`src/rtl/otbn_run_ctrl.sv`:
```
// OTBN run controller: start handshake, cycle counting with timeout,
// periodic progress sampling and result hand-off.
module otbn_run_ctrl #(
  parameter int CntW           = 32,
  parameter int AddrW          = 32,
  parameter int SampleInterval = 1000
) (
  input  logic             clk_i,
  input  logic             rst_ni,
  input  logic             run_req_i,
  input  logic [CntW-1:0]  timeout_i,
  output logic             start_o,
  input  logic             busy_i,
  input  logic [AddrW-1:0] fetch_addr_i,
  output logic             sample_valid_o,
  output logic [AddrW-1:0] sample_addr_o,
  output logic [CntW-1:0]  sample_cycle_o,
  output logic [CntW-1:0]  cycle_count_o,
  output logic             result_valid_o,
  output logic             result_timeout_o,
  input  logic             result_ack_i,
  output logic             idle_o
);

  typedef enum logic [2:0] {
    IDLE,
    START,
    WAIT_BUSY,
    RUN,
    DONE
  } state_e;

  localparam logic [CntW-1:0] CntMax = '1;
  localparam logic [CntW-1:0] SiVal  = CntW'(SampleInterval);

  state_e           state_q, state_d;
  logic [CntW-1:0]  cnt_q, cnt_d;
  logic [CntW-1:0]  tmo_q, tmo_d;
  logic [CntW-1:0]  sdn_q, sdn_d;
  logic             sv_q, sv_d;
  logic [AddrW-1:0] saddr_q, saddr_d;
  logic [CntW-1:0]  scyc_q, scyc_d;
  logic             rto_q, rto_d;

  logic             at_max;
  logic [CntW-1:0]  cnt_inc;
  logic             tmo_hit;
  logic             tick;

  assign at_max  = (cnt_q == CntMax);
  assign cnt_inc = at_max ? cnt_q : cnt_q + 1'b1;
  assign tmo_hit = (tmo_q != '0) && (cnt_inc == tmo_q);
  // The sampler only advances on a real increment, so a saturated
  // counter never produces further strobes.
  assign tick    = !at_max && (sdn_q == {{(CntW-1){1'b0}}, 1'b1});

  always_ff @(posedge clk_i or negedge rst_ni) begin
    if (!rst_ni) begin
      state_q <= IDLE;
      cnt_q   <= '0;
      tmo_q   <= '0;
      sdn_q   <= '0;
      sv_q    <= 1'b0;
      saddr_q <= '0;
      scyc_q  <= '0;
      rto_q   <= 1'b0;
    end else begin
      state_q <= state_d;
      cnt_q   <= cnt_d;
      tmo_q   <= tmo_d;
      sdn_q   <= sdn_d;
      sv_q    <= sv_d;
      saddr_q <= saddr_d;
      scyc_q  <= scyc_d;
      rto_q   <= rto_d;
    end
  end

  always_comb begin
    state_d = state_q;
    cnt_d   = cnt_q;
    tmo_d   = tmo_q;
    sdn_d   = sdn_q;
    sv_d    = 1'b0;
    saddr_d = saddr_q;
    scyc_d  = scyc_q;
    rto_d   = rto_q;
    unique case (state_q)
      IDLE: begin
        if (run_req_i) begin
          state_d = START;
          cnt_d   = '0;
          tmo_d   = timeout_i;
          sdn_d   = SiVal;
          rto_d   = 1'b0;
        end
      end
      START: begin
        state_d = WAIT_BUSY;
      end
      WAIT_BUSY: begin
        cnt_d = cnt_inc;
        if (!at_max) begin
          sdn_d = tick ? SiVal : sdn_q - 1'b1;
        end
        if (tmo_hit) begin
          state_d = DONE;
          rto_d   = 1'b1;
        end else if (busy_i) begin
          state_d = RUN;
        end
      end
      RUN: begin
        cnt_d = cnt_inc;
        if (!at_max) begin
          sdn_d = tick ? SiVal : sdn_q - 1'b1;
        end
        // Capture even on the exit cycle so a due sample is not lost.
        if (tick) begin
          sv_d    = 1'b1;
          saddr_d = fetch_addr_i;
          scyc_d  = cnt_inc;
        end
        if (!busy_i) begin
          state_d = DONE;
          rto_d   = 1'b0;
        end else if (tmo_hit) begin
          state_d = DONE;
          rto_d   = 1'b1;
        end
      end
      DONE: begin
        if (result_ack_i) begin
          state_d = IDLE;
        end
      end
      default: begin
        state_d = IDLE;
      end
    endcase
  end

  assign start_o          = (state_q == START);
  assign idle_o           = (state_q == IDLE);
  assign result_valid_o   = (state_q == DONE);
  assign result_timeout_o = rto_q;
  assign cycle_count_o    = cnt_q;
  assign sample_valid_o   = sv_q;
  assign sample_addr_o    = saddr_q;
  assign sample_cycle_o   = scyc_q;

endmodule

```
`config.mk`:
```
export PLATFORM = sky130hd
export DESIGN_NAME = otbn_run_ctrl
export DESIGN_NICKNAME = d
export VERILOG_FILES = /design/src/rtl/otbn_run_ctrl.sv
export SDC_FILE = /design/constraint.sdc
export NUM_CORES = 1
export LEC_CHECK = 0
export BUFFER_PORTS_ARGS = -buffer_cell sky130_fd_sc_hd__buf_2
export CORE_MARGIN = 5
export CORE_UTILIZATION = 55
export CTS_CLUSTER_SIZE = 12
export DETAILED_ROUTE_END_ITERATION = 10
export PLACE_DENSITY = 0.77
export SKIP_LAST_GASP = 1
export SLEW_MARGIN = 20
export SYNTH_ARGS = -nofsm -noshare
export SYNTH_HDL_FRONTEND = slang
export SYNTH_SLANG_ARGS = --single-unit
export TNS_END_PERCENT = 1
```
`constraint.sdc`:
```
create_clock -name clk_i -period 3.9 [get_ports clk_i]
set_input_delay 0 -clock clk_i [delete_from_list [all_inputs] [get_ports clk_i]]
set_output_delay 0 -clock clk_i [all_outputs]
set_load 0.005 [all_outputs]
```
# Word-level counts from Yosys, hierarchy flattened
# Cells that the tools add are included.
[totals] reg_bits=165 out_inout_bits=101 elab_cells=56 in_bits=69
[op_classes] n_mux=20 reduce_logical=14 eq_ne=12 add_sub_neg=2
[op_table] cell="two-way mux 32 bit" count=5
[op_table] cell="one-hot mux 32 bit (2 select lines)" count=2
[op_table] cell="adder 32 x 1 -> 32 bit, second input constant" count=1
[op_table] cell="equality test 32 x 1 -> 1 bit, second input constant" count=1
[op_table] cell="equality test 32 bit" count=1
[op_table] cell="equality test 32 bit, second input constant" count=1
[op_table] cell="nonzero test 32 bit" count=1
[op_table] cell="subtractor 32 x 1 -> 32 bit, second input constant" count=1
[op_table] cell="two-way mux 3 bit" count=6
[op_table] cell="one-hot mux 3 bit (5 select lines)" count=1
[op_table] cell="AND reduction 2 bit" count=4
[op_table] cell="equality test 3 x 2 -> 1 bit, second input constant" count=2
[op_table] cell="!= test 3 bit, second input constant" count=2
[op_table] cell="two-way mux 1 bit" count=5
[op_table] cell="!= test 2 bit, second input constant" count=2
[op_table] cell="AND reduction 4 bit" count=1
[op_table] cell="equality test 3 x 1 -> 1 bit, second input constant" count=1
[op_table] cell="equality test 3 bit, second input constant" count=1
[op_table] cell="zero test 3 bit" count=1
[op_table] cell="one-hot mux 1 bit (3 select lines)" count=1
[op_table] cell="AND reduction 3 bit" count=1
[op_table] cell="nonzero test 3 bit" count=1
[op_table] cell="logical AND 1 bit" count=2
[op_table] cell="!= test 2 x 1 -> 1 bit, second input constant" count=1
[op_table] cell="other kinds (3)" count=3

# Longest topological paths before layout
# Gate-level depths: netlist of the first run.
[depth] ltp_word=7 depth_mapped=12 mapped_depth_nobuf=10

# Worst setup path before layout of the first run
# OpenSTA, ideal clock, no wires.
[synth_timing] path_type="reg2reg" startpoint="register cnt_q[1] (netlist: cycle_count_o[1])" endpoint="register state_q[0]" t_arrival_ps=2944 t_required_ps=3780 path_slack_ps=837 n_path_buf=0 stages_incl_launch_ff=11 cell_sequence="dfrtp_1 ha_1 nand4_4 or4_1 a211oi_2 mux2i_1 o211ai_1 a2111o_1 nor4_4 nand3_1 a31o_1"
[synth_between] elab_chain_cells=6 word_cells_on_any_way=10 cone_classes="add/sub: 1; eq/ne: 4; mux: 3; reduce/logical: 2"
[synth_lines] item="start: declaration" line="37" source="logic [CntW-1:0] cnt_q, cnt_d;"
[synth_lines] item="start signal: assignment" line="69" source="cnt_q <= cnt_d;"
[synth_lines] item="adder 32 x 1 -> 32 bit or equality test 32 bit (tied branches)" line="51, 50"
[synth_lines] item="two-way mux 32 bit (*)" line="51" source="assign cnt_inc = at_max ? cnt_q : cnt_q + 1'b1;"
[synth_lines] item="equality test 32 bit (*)" line="52" source="assign tmo_hit = (tmo_q != '0) && (cnt_inc == tmo_q);"
[synth_lines] item="logical AND 1 bit (*)" line="52"
[synth_lines] item="two-way mux 3 bit or != test 3 bit (tied branches)"
[synth_lines] item="one-hot mux 3 bit (5 select lines) or AND reduction 4 bit (tied branches)"
[synth_lines] item="end signal: assignment" line="68" source="state_q <= state_d;"
[synth_lines] item="end: declaration" line="36" source="state_e state_q, state_d;"
# Mark *: on every way between the ends. The rest lies on a longest branch, timed or not.
# A chain may end at the register's enable or synchronous reset.

# Final worst setup path of the first run
# Ends and elaborated chain as after synthesis.

==> results.ini, run 1 <==
[global_routing]
grt_util_all_layers_pct=33.8
grt_pass1_wl_um=51200
grt_overflow=0
grt_pass1_vias=8972
antenna_found_initial=0
grt_max_degree=87

[floorplanning]
die_h_um=139
io_pins=170
rows=47
die_x_um=139
dieArea_um2=19200
initial_utilization_pct=55.5
coreArea_um2=16400

[yosys]
synthTopCellsByCount=194 x nand2_1, 165 x dfrtp_1, 84 x nor2_1, 64 x o21ai_0, 55 x a21oi_1
syn-mean-instance-area_um2=8.94
synth_edf_count=0
yosysMostFrequentCell=nand2_1
synthArstFlopShare_pct=100
ys.flop_type=dfrtp_1
ys_seq_elements=165
yosysUniqueCellTypes=78
synth_cells=1018
syn_nets=1090
yosys.area.top_type=dfrtp_1
yosys_warnings=0
ys_seq_area_share_pct=45.4
syn-cell-area_um2=9100
yosys-top-cells-area=dfrtp_1 45%, nand2_1 8.0%, xnor2_1 3.8%, o21ai_0 3.5%, mux2_2 3.5%
synth.top_cell.area_share_pct=45.4

[clocking]
clockRootBuffer=clkbuf_16
h-tree-depth=4
cts-buffers-inserted=17
cts_tree=built
clkSlewWorstSetupHoldPaths_ns=0.07
cts_buffer_depth=2
cts_num_sinks=165
clk_latency_ns=0.44

[timing]
finalWorstSetupSlack_ns=0.162
max_slew_margin_pct=39.3
finalHoldViolations=0
skew_ns=0.0121
finalCriticalPeriod_ns=3.74
setup_violations=0
fin_setup_tns_ns=0
rsz0062_at_grt=false
holdWs_ns=0.221
timing.final.crit_share_pct=95.9
worstMarginPinSlew_ns=0.911
report.final.slew_viol_count=0
fmaxAchievable_ghz=0.267

[worst_hold_path]
hold_class=primary input to asynchronous set/reset pin

[drt]
wirelength_um=32500
via_per_inst=6.02
postRouteAntennaNets=0
num_vias=8991
avgRoutedWirePerCell_um=21.8
drtIter0Drc=904
first_pass_iters=8
drcViolationCount=0

[setup_path]
worstPathRequired_ns=4.22
cp_cell_sequence=ha_1 > nand4_4 > or4_1 > nor3_2 > buf_4 > nor3_1 > xnor2_1 > o211a_1 > and4b_1 > nand3_1 > a31o_1
critPathSlowestCell=or4_1
critPathBufInv=1
crit_family=simple AND/OR/NAND/NOR gates
r2r_slack_ns=0.16
crit_path_max_fanout=7
crit_type=register to register
critPathMaxStageDelay_ns=0.63
worstPathArrival_ns=4.06
cp-end-kind=register
start_kind=register

[final_layout]
nNetsFinal=1333
num_antenna_cells=0
area_growth_pct=27.0
drive_gt1_share_pct=24.5
utilization_pct=70.4
fill_cells=1278

[placement]
place_worst_setup_slack_ns=0.292
place_congestion=1.08
dp_hpwl_um=23500
portBuffers=169

[job]
cap_violations=0

[outcome]
status=complete, no violations

[power]
vdd.ir_drop.worst_v=0.000472
leakagePower_nw=5.20
powerDensity_nw_per_um2=508

-- logic make-up after synthesis --
logic type      Yosys count  share of synthesized area [%]
compound gates          202                           14.2
flops                   165                           45.4
mux                      34                           4.12
simple gates            470                           25.8
fa+ha+maj                 3                          0.412
xor+xnor                 63                           6.06
buf+inv                  81                           4.11
-- area by class of cell --
type	count	area, um2	share of cell area (%)
multi-input cells	772	4610	39.9
flip-flops and latches	165	4130	35.7
repair buffers	289	1920	16.6
clock buffers	20	447	3.86
well taps	220	275	2.38
clock inverters	11	115	0.996
inverters	16	60.1	0.520
-- metal layers --
metal | part of all wire, % | vias to the layer above | GRT usage (%)
li1 | - | 4071 | -
met1 | 41 | 4327 | 45.2
met2 | 46 | 504 | 53.9
met3 | 8.8 | 89 | 7.72
met4 | 3.8 | 0 | 13.2
met5 | 0 | - | 0
-- layout by cell type, fill, tap and decap left out, types with 18 or more instances in the layout --
cell           netlist  routed
nand3_1             30      29
xor2_1              23      23
nor3_1              36      36
dlygate4sd3_1        0      67
nand4_1             18      18
o31ai_1             19      19
mux2_2              28      28
dfrtp_1            165     165
nand2_1            194     194
nor2_1              84      84
buf_4                6      53
a21oi_1             55      55
xnor2_1             40      40
o21ai_0             64      64
buf_2               26     168
-- power breakdown --
group | internal (mW) | total (mW) | switching (mW)
sequential | 1.94 | 2.37 | 0.425
clock | 0.908 | 1.65 | 0.741
combinational | 0.747 | 1.86 | 1.11
total | 3.60 | 5.87 | 2.28
-- path summary, 6_finish.rpt --
check,startpoint,to,cells past startpoint
worst max-delay path,cycle_count_o[1]$_DFFE_PN0P_,state_q[0]$_DFFE_PN0P_,11
max in group asynchronous,rst_ni,sdn_q[20]$_DFFE_PN0P_,3
worst min-delay path,rst_ni,sample_cycle_o[14]$_DFFE_PN0P_,2
worst max register to register,cycle_count_o[1]$_DFFE_PN0P_,state_q[0]$_DFFE_PN0P_,11
min in group clk_i,fetch_addr_i[29],sample_addr_o[29]$_DFFE_PN0P_,4
worst min register to register,sample_addr_o[24]$_DFFE_PN0P_,sample_addr_o[24]$_DFFE_PN0P_,2
-- sequential cells by signal, summed over array words and instances, names as in the netlist --
signal            cells
state_q               3
sample_cycle_o       32
sample_addr_o        32
cycle_count_o        32
sdn_q                32
sample_valid_o        1
result_timeout_o      1
tmo_q                32
-- metrics by stage --
stage | area [um2] | cells | power, mW
finish | 11600 | 1493 | 5.87
global placement | 10300 | 1395 | 4.11
CTS | 11600 | 1493 | 5.83
detailed placement | 10300 | 1395 | 4.13
floorplan | 9100 | 1018 | 3.40
global route | 11600 | 1493 | 6.13
-- worst reg2reg max path, stage by stage, from the launching register on --
cell     delay [ns]
dfrtp_1        0.41
ha_1           0.34
nand4_4        0.19
or4_1          0.63
nor3_2         0.37
buf_4          0.22
nor3_1         0.09
xnor2_1        0.53
o211a_1        0.20
and4b_1        0.30
nand3_1        0.11
a31o_1         0.24
-- timing repair --
action,in CTS,in global routing
hold endpoints to repair,150,0
hold buffers,67,0
endpoints found under the setup margin,0,0
resized for setup,0,0
buffers inserted,0,0
Power figures use the tool's default switching activity.
==> run 2, diff against run 1 <==
- CORE_ASPECT_RATIO: unset -> 1.4
==> run 2 against run 1 <==
- largest cell class unchanged
- sequential share of layout area rose by 0.14 points
- fmax is 4.8% higher
- critical path depth shrank 1
- global-route usage down 1.6 points
- first-iteration DRC count fell by 17%
==> results.ini, run 2 (synthesis results as in run 1) <==
[setup_path]
critPathSlowestCell=or4_1
cp-end-kind=register
start_kind=register
crit_path_max_fanout=8
worstPathRequired_ns=4.22
critPathMaxStageDelay_ns=0.66
critPathBufInv=0
crit_family=simple AND/OR/NAND/NOR gates
cp_cell_sequence=ha_1 > nand4_4 > or4_1 > nor3_2 > nor3_1 > xnor2_1 > o211a_1 > and4b_1 > a31o_1 > a22o_1
crit_type=register to register
worstPathArrival_ns=3.89

[timing]
fin_setup_tns_ns=0
finalCriticalPeriod_ns=3.57
skew_ns=0.0174
fmaxAchievable_ghz=0.280
timing.final.crit_share_pct=91.5
setup_violations=0
finalWorstSetupSlack_ns=0.331
finalHoldViolations=0
max_slew_margin_pct=51.2
holdWs_ns=0.0382
worstMarginPinSlew_ns=0.726
rsz0062_at_grt=false
report.final.slew_viol_count=0

[power]
pwr-share-clk_pct=28.4
vdd.ir_drop.worst_v=0.000419
p_seq_share_pct=39.8
power_mw=5.92
p_int_mw=3.67
switchingPower_mw=2.24
leakagePower_nw=5.15
powerDensity_nw_per_um2=514
power_switching_share_pct=37.9
pwr-share-comb_pct=31.7

[floorplanning]
initial_utilization_pct=56.1
die_h_um=162
rows=55
dieArea_um2=19300
die_x_um=119
io_pins=170
coreArea_um2=16200

[drt]
wirelength_um=30600
via_per_inst=6.07
num_vias=8859
first_pass_iters=5
postRouteAntennaNets=0
avgRoutedWirePerCell_um=20.9
drcViolationCount=0
drtIter0Drc=753

[placement]
place_worst_setup_slack_ns=0.281
portBuffers=169
place_congestion=1.05
dpl.cell_count=1361
dp_hpwl_um=21500
placed_area_um2=10200

[clocking]
cts_num_sinks=165
cts_tree=built
clkSlewWorstSetupHoldPaths_ns=0.06
cts-buffers-inserted=17
clk_latency_ns=0.44
cts_buffer_depth=2
h-tree-depth=4
post_cts_buffers=0
clockRootBuffer=clkbuf_16

[global_routing]
grt_pass1_wl_um=48800
grt_overflow=0
grt_max_degree=107
grt_pass1_vias=8871
grt_util_all_layers_pct=32.2
antenna_found_initial=0

[job]
cap_violations=0

[final_layout]
final_cell_mix=194 x nand2_1, 168 x buf_2, 165 x dfrtp_1
design_area_um2=11500
finalNonFillerCells=1460
final_common_cell=nand2_1
drive_gt1_share_pct=23.8
num_antenna_cells=0
utilization_pct=70.9
area_growth_pct=26.5
nNetsFinal=1321

[outcome]
status=complete, no violations

[worst_hold_path]
hold_class=primary input to asynchronous set/reset pin

-- run 2: path summary, 6_finish.rpt --
path	cells past startpoint	startpoint	slack [ns]	to
setup / recovery	10	cycle_count_o[1]$_DFFE_PN0P_	0.33	state_q[2]$_DFFE_PN0P_
hold / removal	2	rst_ni	0.04	sample_addr_o[3]$_DFFE_PN0P_
setup reg to reg	10	cycle_count_o[1]$_DFFE_PN0P_	0.33	state_q[2]$_DFFE_PN0P_
hold reg to reg	2	sample_addr_o[9]$_DFFE_PN0P_	0.46	sample_addr_o[9]$_DFFE_PN0P_
max in group asynchronous	3	rst_ni	3.18	cycle_count_o[2]$_DFFE_PN0P_
min in group clk_i	5	run_req_i	0.28	cycle_count_o[18]$_DFFE_PN0P_
-- run 2: cell type report --
class,instances,area (um2)
clock buffer,21,460
clock inverter,10,123
fill,1233,4730
inverter,16,60.1
multi-input combinational,772,4620
sequential,165,4130
tap,199,249
timing repair buffer,277,1880
-- run 2: worst register-to-register path, stage by stage (launching register included) --
cell,delay (ns)
dfrtp_1,0.40
ha_1,0.33
nand4_4,0.19
or4_1,0.67
nor3_2,0.54
nor3_1,0.21
xnor2_1,0.19
o211a_1,0.22
and4b_1,0.25
a31o_1,0.26
a22o_1,0.20
-- run 2: power groups by stage --
stage / clock network, mW / logic [mW] / registers (mW)
after global placement: 0 / 1.76 / 2.35
after global routing: 1.78 / 2.02 / 2.37
after floorplan: 0 / 1.21 / 2.19
after detailed placement: 0 / 1.77 / 2.36
final: 1.68 / 1.88 / 2.36
after CTS: 1.70 / 1.84 / 2.33
-- run 2: what timing repair did --
| action | 4_1_cts | 5_1_grt |
|---|---|---|
| endpoints found under the setup margin | 0 | 4 |
| hold endpoints to repair | 172 | 0 |
| hold buffers | 67 | 0 |
| gates resized for setup | 0 | 1 |
-- run 2: per-layer routing --
layer / track usage, % / share of wire, %
met1: 38.2 / 38
met2: 54.6 / 49
met3: 6.17 / 7.5
met4: 18.4 / 5.5
met5: 0 / 0
==> run 3, diff against run 2 <==
- ABC_AREA: unset -> 1
==> run 3 against run 2 <==
- final cell count is 15% higher
- combinational power about the same
- synthesized cell count grew 22%
- sequential share of layout area rose by 1.1 points
- first-iteration DRC count down 0.53%
- largest power group unchanged
- highest routed layer unchanged
- die area fell by 2.2%
- largest cell class is now registers
- clock power shrank 5%
- critical endpoint unchanged
==> results.ini, run 3 <==
[setup_path]
start_kind=register
cp-end-kind=register
crit_type=register to register
worstPathRequired_ns=4.27
worstPathArrival_ns=3.89
crit_path_max_fanout=8

[yosys]
synth_cells=1245
synthTopCellsByCount=392 x nand2_1, 177 x nor2_1, 165 x dfrtp_1, 147 x inv_1, 88 x nand3_1
synthArstFlopShare_pct=100
yosysMostFrequentCell=nand2_1
syn-mean-instance-area_um2=7.14
yosys_warnings=0
synth_edf_count=0
yosysUniqueCellTypes=37
ys_seq_area_share_pct=46.5
syn_nets=1317
synth.top_cell.area_share_pct=46.5
ys_seq_elements=165
ys.flop_type=dfrtp_1
syn-cell-area_um2=8890
yosys-top-cells-area=dfrtp_1 46%, nand2_1 17%, nor2_1 7.5%, inv_1 6.2%, nand3_1 5.0%
yosys.area.top_type=dfrtp_1

[drt]
via_per_inst=5.40
drcViolationCount=0
first_pass_iters=5
avgRoutedWirePerCell_um=17.1
wirelength_um=28800
drtIter0Drc=749
postRouteAntennaNets=0
num_vias=9092

[global_routing]
grt_pass1_vias=9151
grt_util_all_layers_pct=30.5
grt_overflow=0
grt_max_degree=100
grt_pass1_wl_um=46400
antenna_found_initial=0

[placement]
placed_area_um2=9930
dp_hpwl_um=20700
place_congestion=1.01
portBuffers=169

[clocking]
post_cts_buffers=0
cts_tree=built
clockRootBuffer=clkbuf_16
cts_num_sinks=165
clk_latency_ns=0.44
clkSlewWorstSetupHoldPaths_ns=0.07
h-tree-depth=4
cts-buffers-inserted=17
cts_buffer_depth=2

[timing]
skew_ns=0.0163
fmaxAchievable_ghz=0.285
fin_setup_tns_ns=0
worstMarginPinSlew_ns=0.915
finalHoldViolations=0
report.final.slew_viol_count=0
timing.final.crit_share_pct=90.1
setup_violations=0
finalCriticalPeriod_ns=3.51
holdWs_ns=0.0740
max_slew_margin_pct=39.0
rsz0062_at_grt=false

[final_layout]
final_cell_mix=391 x nand2_1, 176 x nor2_1, 168 x buf_2
drive_gt1_share_pct=16.4
design_area_um2=11200
final_common_cell=nand2_1
area_growth_pct=25.8
nNetsFinal=1545

[floorplanning]
io_pins=170
rows=55
die_h_um=160
dieArea_um2=18800
coreArea_um2=16000
die_x_um=117
initial_utilization_pct=55.4

[outcome]
status=complete, no violations

[worst_hold_path]
hold_class=primary input to register

[power]
powerDensity_nw_per_um2=505
vdd.ir_drop.worst_v=0.000599
leakagePower_nw=5.65

[job]
cap_violations=0

## run 3: cells by family after synthesis
| family | Yosys count | share of synthesized area, % |
|---|---|---|
| DFF | 165 | 46.5 |
| AOI/OAI and AO/OA | 138 | 8.41 |
| buffers and inverters | 186 | 8.10 |
| adders and majority gates | 3 | 0.422 |
| muxes | 1 | 0.127 |
| xor gates and xnor gates | 20 | 1.97 |
| and+or+nand+nor | 732 | 34.5 |
## run 3: routing by layer
metal / wire (um) / global-route usage [%]
met1: 11400 / 37.9
met2: 14100 / 51.6
met3: 1890 / 5.21
met4: 1370 / 14.6
met5: 0 / 0
## run 3: worst max-delay path: stages, from the launching register on
cell	delay, ns
dfrtp_1	0.51
ha_1	0.33
nand2_2	0.11
nor2_4	0.16
nand2_4	0.10
nor2_8	0.21
nand3_1	0.21
nand3_1	0.14
nand2_1	0.10
nand2_1	0.16
nand2_1	0.06
nor2_1	0.09
nand2_1	0.06
nor2_1	0.15
nand2_1	0.13
nor2_1	0.10
nor2_1	0.06
nor2_2	0.10
nand3_1	0.07
nand2_1	0.06
dlygate4sd3_1	0.54
## run 3: worst paths after layout
path	start	endpoint	slack [ns]	cells past startpoint
max in group asynchronous	rst_ni	sample_addr_o[25]$_DFFE_PN0P_	2.82	3
worst max register to register	cycle_count_o[0]$_DFFE_PN0P_	state_q[2]$_DFFE_PN0P_	0.39	20
worst min-delay path	run_req_i	state_q[1]$_DFFE_PN0P_	0.07	3
worst min register to register	sample_addr_o[15]$_DFFE_PN0P_	sample_addr_o[15]$_DFFE_PN0P_	0.47	2
worst max-delay path	cycle_count_o[0]$_DFFE_PN0P_	state_q[2]$_DFFE_PN0P_	0.39	20
min in group asynchronous	rst_ni	sample_cycle_o[13]$_DFFE_PN0P_	0.22	2
## run 3: timing repair
item / in CTS / in global routing
resized for setup: 0 / 1
hold buffers: 68 / 0
endpoints found under the hold margin: 165 / 0
setup endpoints to repair: 0 / 1
## run 3: power by group
group	leakage [nW]	switching, mW	internal (mW)	total, mW
clock network	0.275	0.754	0.851	1.60
logic	3.38	1.27	0.584	1.85
registers	2.00	0.235	1.95	2.19
total	5.65	2.26	3.39	5.65
## run 3: final cells by class
type	count	area, um2
Antenna cell	1	2.50
Tap cell	199	249
Multi-Input combinational cell	894	4060
Fill cell	1335	4860
Sequential cell	165	4130
Inverter	151	567
Clock buffer	18	439
Clock inverter	13	118
Timing Repair Buffer	244	1610
## run 3: per-stage QoR
stage	setup slack, ns	instances	utilization, %	power (mW)
after floorplan	1.50	1245	-	3.34
after global placement	0.957	1585	61.9	3.94
after detailed placement	0.848	1585	61.9	3.97
after CTS	0.316	1684	69.6	5.64
after global routing	0.109	1684	69.7	5.95
final	0.386	1685	69.7	5.65
